**src/rtl/umi_encode_tx.sv**
```systemverilog
// umi_encode_tx: encodes typed host requests into UMI opcodes, registers them onto a
// valid/ready output and tracks outstanding response-bearing requests against a credit limit.
module umi_encode_tx #(
    parameter int AW     = 64,
    parameter int DW     = 256,
    parameter int MAXOUT = 4,
    parameter int CW     = 3
) (
    input  logic          clk,
    input  logic          nreset,
    input  logic          req_valid,
    output logic          req_ready,
    input  logic [2:0]    req_type,
    input  logic [3:0]    req_atype,
    input  logic [AW-1:0] req_dstaddr,
    input  logic [AW-1:0] req_srcaddr,
    input  logic [DW-1:0] req_data,
    output logic          umi_out_valid,
    input  logic          umi_out_ready,
    output logic [6:0]    umi_out_cmd,
    output logic          umi_out_write,
    output logic [AW-1:0] umi_out_dstaddr,
    output logic [AW-1:0] umi_out_srcaddr,
    output logic [DW-1:0] umi_out_data,
    input  logic          resp_valid,
    output logic [CW-1:0] outstanding,
    output logic          err_invalid,
    output logic          err_underflow
);
    localparam logic [7:0] OP_READ_REQUEST = 8'h02;
    localparam logic [7:0] OP_WRITE_POSTED = 8'h01;
    localparam logic [7:0] OP_WRITE_SIGNAL = 8'h03;
    localparam logic [7:0] OP_WRITE_STREAM = 8'h05;
    localparam logic [7:0] OP_WRITE_ACK    = 8'h07;
    localparam logic [CW-1:0] MAX_C        = CW'(MAXOUT);

    typedef enum logic {EMPTY, FULL} state_t;

    state_t        state_q, state_d;
    logic [CW-1:0] cnt_q, cnt_d;
    logic [6:0]    cmd_q;
    logic          write_q, err_invalid_q, err_underflow_q;
    logic [AW-1:0] dst_q, src_q;
    logic [DW-1:0] data_q;
    logic          legal, needs_resp, accept, load, inc, dec;
    logic [7:0]    opcode;

    always_comb begin
        legal      = (req_type < 3'd5) | (req_type == 3'd5 && req_atype <= 4'd8);
        needs_resp = legal & (req_type == 3'd0 | req_type == 3'd3 | req_type == 3'd5);
        // Atomic opcodes share the low nibble 0x9; the op selector sits in the high nibble.
        opcode     = req_type == 3'd0 ? OP_READ_REQUEST :
                     req_type == 3'd1 ? OP_WRITE_POSTED :
                     req_type == 3'd2 ? OP_WRITE_SIGNAL :
                     req_type == 3'd3 ? OP_WRITE_ACK    :
                     req_type == 3'd4 ? OP_WRITE_STREAM : {req_atype, 4'h9};
        req_ready  = (state_q == EMPTY | umi_out_ready) & (!needs_resp | cnt_q < MAX_C);
        accept     = req_valid & req_ready;
        load       = accept & legal;
        inc        = load & needs_resp;
        dec        = resp_valid & cnt_q != '0;
        state_d    = load ? FULL : (state_q == FULL && !umi_out_ready) ? FULL : EMPTY;
        cnt_d      = (inc && !resp_valid) ? cnt_q + 1'b1 : (dec && !inc) ? cnt_q - 1'b1 : cnt_q;
    end

    always_ff @(posedge clk or negedge nreset) begin
        if (!nreset) begin
            state_q         <= EMPTY;
            cnt_q           <= '0;
            cmd_q           <= '0;
            write_q         <= 1'b0;
            dst_q           <= '0;
            src_q           <= '0;
            data_q          <= '0;
            err_invalid_q   <= 1'b0;
            err_underflow_q <= 1'b0;
        end else begin
            state_q         <= state_d;
            cnt_q           <= cnt_d;
            err_invalid_q   <= accept & !legal;
            err_underflow_q <= err_underflow_q | (resp_valid & cnt_q == '0 & !inc);
            if (load) begin
                cmd_q   <= opcode[7:1];
                write_q <= opcode[0];
                dst_q   <= req_dstaddr;
                src_q   <= req_srcaddr;
                data_q  <= req_type == 3'd0 ? '0 : req_data;
            end
        end
    end

    assign umi_out_valid   = state_q == FULL;
    assign umi_out_cmd     = cmd_q;
    assign umi_out_write   = write_q;
    assign umi_out_dstaddr = dst_q;
    assign umi_out_srcaddr = src_q;
    assign umi_out_data    = data_q;
    assign outstanding     = cnt_q;
    assign err_invalid     = err_invalid_q;
    assign err_underflow   = err_underflow_q;
endmodule

```
**config.mk**
```make
export PLATFORM = sky130hd
export DESIGN_NAME = umi_encode_tx
export DESIGN_NICKNAME = d
export VERILOG_FILES = /design/src/rtl/umi_encode_tx.sv
export SDC_FILE = /design/constraint.sdc
export NUM_CORES = 1
export LEC_CHECK = 0
export BUFFER_PORTS_ARGS = -buffer_cell sky130_fd_sc_hd__buf_2
export CORE_AREA = 10 10 298 300
export DETAILED_ROUTE_END_ITERATION = 8
export DIE_AREA = 0 0 308 310
export GPL_TIMING_DRIVEN = 0
export SLEW_MARGIN = 40
export SYNTH_ARGS = -nofsm -noshare
export SYNTH_HDL_FRONTEND = slang
export SYNTH_SLANG_ARGS = --single-unit
```
**constraint.sdc**
```tcl
create_clock -name clk -period 2.95 [get_ports clk]
set_input_delay 0.1475 -clock clk [delete_from_list [all_inputs] [get_ports clk]]
set_output_delay 0.1475 -clock clk [all_outputs]
set_load 0.01 [all_outputs]
```
==> After elaboration in Yosys (flattened, before gate mapping) <==
Cells that the tools add are included.
{ "word_totals": {"word_cells": 58, "inputBits": 396, "regBits": 398, "out_inout_bits": 399} }
{ "op_classes": {"n_bitwise": 16, "mux": 10, "n_addsub": 2, "reduce_logical": 13, "eq_ne": 5, "order_cmp": 3} }
{ "ops": {"columns": ["cell", "count"], "rows": [
  ["$mux W256", 1],
  ["$mux W8", 5],
  ["$and A1 B1 Y1", 9],
  ["$eq A3 B2 Y1 const B", 2],
  ["$eq A3 B3 Y1 const B", 2],
  ["$logic_not A3 Y1", 2],
  ["$lt A3 B3 Y1 const B", 2],
  ["$mux W3", 2],
  ["$or A1 B1 Y1", 6],
  ["$logic_not A1 Y1", 5],
  ["$le A4 B4 Y1 const B", 1],
  ["$logic_and A1 B1 Y1", 4],
  ["$add A3 B1 Y3 const B", 1],
  ["$eq A3 B1 Y1 const B", 1],
  ["$reduce_bool A3 Y1", 1],
  ["$sub A3 B1 Y3 const B", 1],
  ["$mux W1", 2],
  ["$reduce_bool A2 Y1", 1],
  ["$not A1 Y1", 1]
]} }

==> Depth between registers and ports, before layout <==
{ "logic_depth": {"depth_word": 14, "depth_mapped": 10, "depth_no_buf": 8} }

==> Least setup slack after synthesis <==
OpenSTA, ideal clock, no wires.
{ "synth_timing": {"path_kind": "register to register", "startpoint": "reg cnt_q[2], in the netlist outstanding[2]", "endpoint": "reg cnt_q[1], in the netlist outstanding[1]", "setup_time_ns": 0.128, "n_path_buf": 2, "arrival_time_ns": 2.050, "path_slack_ns": 0.772, "stages_incl_launch_ff": 9, "period_less_slack_ns": 2.178, "required_time_ns": 2.822, "path_cell_list": "dfrtp_1 -> clkbuf_1 -> nor3b_1 -> and2_0 -> buf_2 -> nand2_1 -> fa_1 -> o221ai_1 -> o21ai_1"} }
{ "synth_between": {"word_cells_on_any_way": 13, "cone_classes": "order compare (1); mux (1); bitwise (6); reduce/logical (5)"} }
{ "synth_lines": {"columns": ["item", "line_no", "source"], "rows": [
  ["start: declaration", "40", "logic [CW-1:0] cnt_q, cnt_d;"],
  ["start signal: assignment", "79", "cnt_q <= cnt_d;"],
  ["$lt A3 B3 Y1", "57", "req_ready = (state_q == EMPTY | umi_out_ready) & (!needs_resp | cnt_q < MAX_C);"],
  ["$or A1 B1 Y1", "57", null],
  ["$and A1 B1 Y1", "57", null],
  ["$and A1 B1 Y1", "58", "accept = req_valid & req_ready;"],
  ["$and A1 B1 Y1", "59", "load = accept & legal;"],
  ["$and A1 B1 Y1", "60", "inc = load & needs_resp;"],
  ["$logic_and A1 B1 Y1", "63", "cnt_d = (inc && !resp_valid) ? cnt_q + 1'b1 : (dec && !inc) ? cnt_q - 1'b1 : cnt_q;"],
  ["$mux W3", "63", null],
  ["net cnt_d[1]", "40", null]
]} }
The timed path passes the listed nets, and every way through them passes these cells.
A chain may end at the register's enable or synchronous reset.

==> Worst setup path after layout <==
{ "layout_timing": {"startpoint": "reg cnt_q[2], in the netlist outstanding[2]", "endpoint": "reg data_q[111], in the netlist umi_out_data[111]"} }
{ "layout_between": {"elab_chain_len": 5} }
{ "layout_lines": {"columns": ["item", "line_no", "source"], "rows": [
  ["$lt A3 B3 Y1", "57", null],
  ["$or A1 B1 Y1", "57", null],
  ["$and A1 B1 Y1", "57", null],
  ["$and A1 B1 Y1", "58", null],
  ["$and A1 B1 Y1", "59", null],
  ["end signal: assignment", "87", "data_q <= req_type == 3'd0 ? '0 : req_data;"],
  ["end: declaration", "44", "logic [DW-1:0] data_q;"]
]} }
Every way passes these cells.

==> out/qor.yml <==
outcome:
  outcome: "finished, final reports clean"
drt:
  dr.pass1.iters: 5
  vias: 15900
  dr_wl_met3_mm: 6.22
  routed_wl_mm: 77.5
  routedLengthMet1_mm: 28.3
  drc: 0
  highest-signal-layer: "met4"
  wl_met2_mm: 38.8
  viasPerCell: 4.15
  first_iter_violations: 1058
  postRouteAntennaNets: 0
  wire_per_inst_um: 20.2
finish:
  fillers: 8382
  final_cell_mix: "818 x buf_2, 525 x nand2_1, 398 x dfrtp_1"
  stdcell_area_um2: 26600
  layout_commonest_cell: "buf_2"
  area_delta_synth_final_pct: 70.9
  fin_cells: 3829
  nets: 3104
  drive_above_1_share_pct: 38.7
timing:
  rsz0062_at_grt: "false"
  skew_ps: 14.2
  fmax_mhz: 371
  whs_ps: 72.2
  drv_slew: 0
  slew_headroom_pct: 47.0
  final-setup-viol-count: 0
  tightest_slew_ps: 795
  fin_crit_ps: 2690
  fin_crit_sh_pct: 91.3
  hold_viol_final: 0
floorplanning:
  die-height_um: 310
  die_w_um: 308
  core-area_um2: 82900
  die-area_um2: 95500
  ios: 795
  rows: 106
  start_util_pct: 18.8
yosys:
  syn_area_um2: 15600
  synth_mux_area_share_pct: 9.45
  synth_warnings: 0
  synth_top_area_share_pct: 63.9
  synth_top_area_cell: "dfrtp_1"
  yosys_most_used_dff: "dfrtp_1"
  synth_cell_types: 37
  synth_xor_area_share_pct: 0.169
  synth_top_family_by_area: "simple AND/OR/NAND/NOR gates"
  synth-seq-cells: 398
  avgSynthCellArea_um2: 10.6
  synth_async_sr_flop_share_pct: 100
  ys_seq_area_share_pct: 63.9
  yosys.area_share.simple_pct: 13.3
  netlist_instances: 1466
  synth_compound_gate_area_share_pct: 9.45
  synth_edf_count: 0
  synth_nets: 1863
  synth_top_cells_by_area: "dfrtp_1 64%, nand2_1 13%, mux2_2 9.1%"
  synth_adder_area_share_pct: 0.129
placement:
  place_area_um2: 21100
  dp_cells: 3344
  gp_congestion: 0.860
  dp_hpwl_mm: 58.8
  port-buffer-count: 792
clock_tree:
  cts_buffers: 46
  numClockSinks: 398
  clk_pin_slew_ps: 60
  insertion_delay_ps: 570
  cts_max_path_buffers: 3
  htreeDepth: 2
  cts_root_buf: "clkbuf_16"
  cts_tree: "built"
power_and_ir_drop:
  vdd_ir_drop_max_uv: 502
  leakage_nw: 13.5
  p_per_area_nw_per_um2: 871
setup_path:
  r2r_start: "outstanding[2]"
  cp-start-kind: "register"
  worstPathArrival_ps: 3100
  cp.required_ps: 3360
  timing.rr.end: "umi_out_data[111]"
  r2r_slack_ps: 260
  crit_path_end_kind: "register"
  rr_worst_depth: 8
  worstPathMaxFanout: 11
  critPathKind: "register to register"
global_route:
  grt_pass1_vias: 17400
  grt.overflow.total: 0
  grt_start_max_net_pins: 71
  grt_first_pass_wirelength_mm: 113
  grt_antenna_before_repair: 6
  grtUsageTotal_pct: 15.5
run:
  cap_violations: 0
worst_hold_path:
  hp-class: "primary input to asynchronous set/reset pin"
how the worst max path moves through the flow:
| stage | startpoint | slack (ps) | depth (start not counted) | endpoint |
|---|---|---|---|---|
| 3_5_place_dp | outstanding[2] | -630 | 8 | umi_out_data[10] |
| 4_1_cts | outstanding[2] | 30 | 8 | umi_out_data[215] |
| 5_1_grt | outstanding[2] | 7 | 8 | umi_out_data[107] |
| 6_report | outstanding[2] | 260 | 8 | umi_out_data[111] |
| 2_1_floorplan | outstanding[2] | 770 | 8 | outstanding[1] |
| 3_3_place_gp | nreset | -6720 | 1 | umi_out_data[32] |
cell families (layout without fill, tap and decap cells):
| group | after synthesis | count (layout) |
|---|---|---|
| DFF | 398 | 398 |
| and+or+nand+nor | 542 | 542 |
| adders and majority gates | 1 | 1 |
| AOI/OAI and AO/OA | 282 | 282 |
| other | 0 | 6 |
| muxes | 131 | 131 |
| xor gates and xnor gates | 3 | 3 |
| buffers and inverters | 109 | 1386 |
cell usage after synthesis (all sizes together) (2+ instances only):
| cell | n |
|---|---|
| nor2 | 4 |
| nor3b | 3 |
| buf | 49 |
| nor2b | 2 |
| o21ai | 263 |
| nand2 | 525 |
| o221ai | 2 |
| xnor2 | 2 |
| clkbuf | 57 |
| a21oi | 6 |
| mux2 | 129 |
| nand2b | 3 |
| mux2i | 2 |
| inv | 3 |
| dfrtp | 398 |
| a22oi | 2 |
worst max-delay path, stage by stage, from the launching register on:
cell,delay [ps]
dfrtp_1,390
clkbuf_1,370
nor3_2,120
o311ai_4,250
buf_4,190
buf_12,150
clkbuf_2,340
clkbuf_1,490
o21ai_0,200
stage by stage:
stage | util (%) | power [mW] | worst slack [ps] | TNS [ps]
floorplan | - | 12.4 | 772 | 0
global placement | 25.2 | 16.6 | -6720 | -2739110
detailed placement | 25.4 | 16.8 | -629 | -110870
CTS | 32.1 | 23.4 | 27.9 | 0
global route | 32.1 | 24.5 | 6.72 | 0
finish | 32.1 | 23.2 | 258 | 0
state kept, by name, indices dropped and copies added, names as in the netlist:
signal	flops
err_invalid	1
err_underflow	1
outstanding	3
umi_out_cmd	7
umi_out_data	256
umi_out_dstaddr	64
umi_out_srcaddr	64
umi_out_valid	1
umi_out_write	1
cell type report:
class | count | area, um^2 | area share, %
clock inverters | 24 | 258 | 0.968
multi-input cells | 959 | 5070 | 19.0
repair buffers | 1194 | 8110 | 30.5
well taps | 1080 | 1350 | 5.08
clock buffers | 60 | 1310 | 4.90
diodes | 6 | 15.0 | 0.0564
plain buffers | 105 | 549 | 2.06
inverters | 3 | 11.3 | 0.0423
flip-flops and latches | 398 | 9960 | 37.4
where the power goes:
group / leakage (nW) / switching (mW) / total, mW / internal [mW]
Clock: 0.781 / 2.42 / 5.97 / 3.55
Combinational: 7.84 / 4.82 / 8.29 / 3.47
Sequential: 4.87 / 1.24 / 8.92 / 7.68
routing by layer:
metal	GRT usage, %	vias to the layer above
li1	-	7305
met1	16.5	7692
met2	27.6	739
met3	4.49	163
met4	8.19	0
met5	0	-
repair_timing:
item	4_1_cts	5_1_grt
pin swaps	1	0
buffers inserted	3	0
resized for setup	3	1
endpoints found under the hold margin	535	0
hold buffers	393	0
setup endpoints to repair	392	66
No activity file was read; power rests on OpenSTA's default activity.
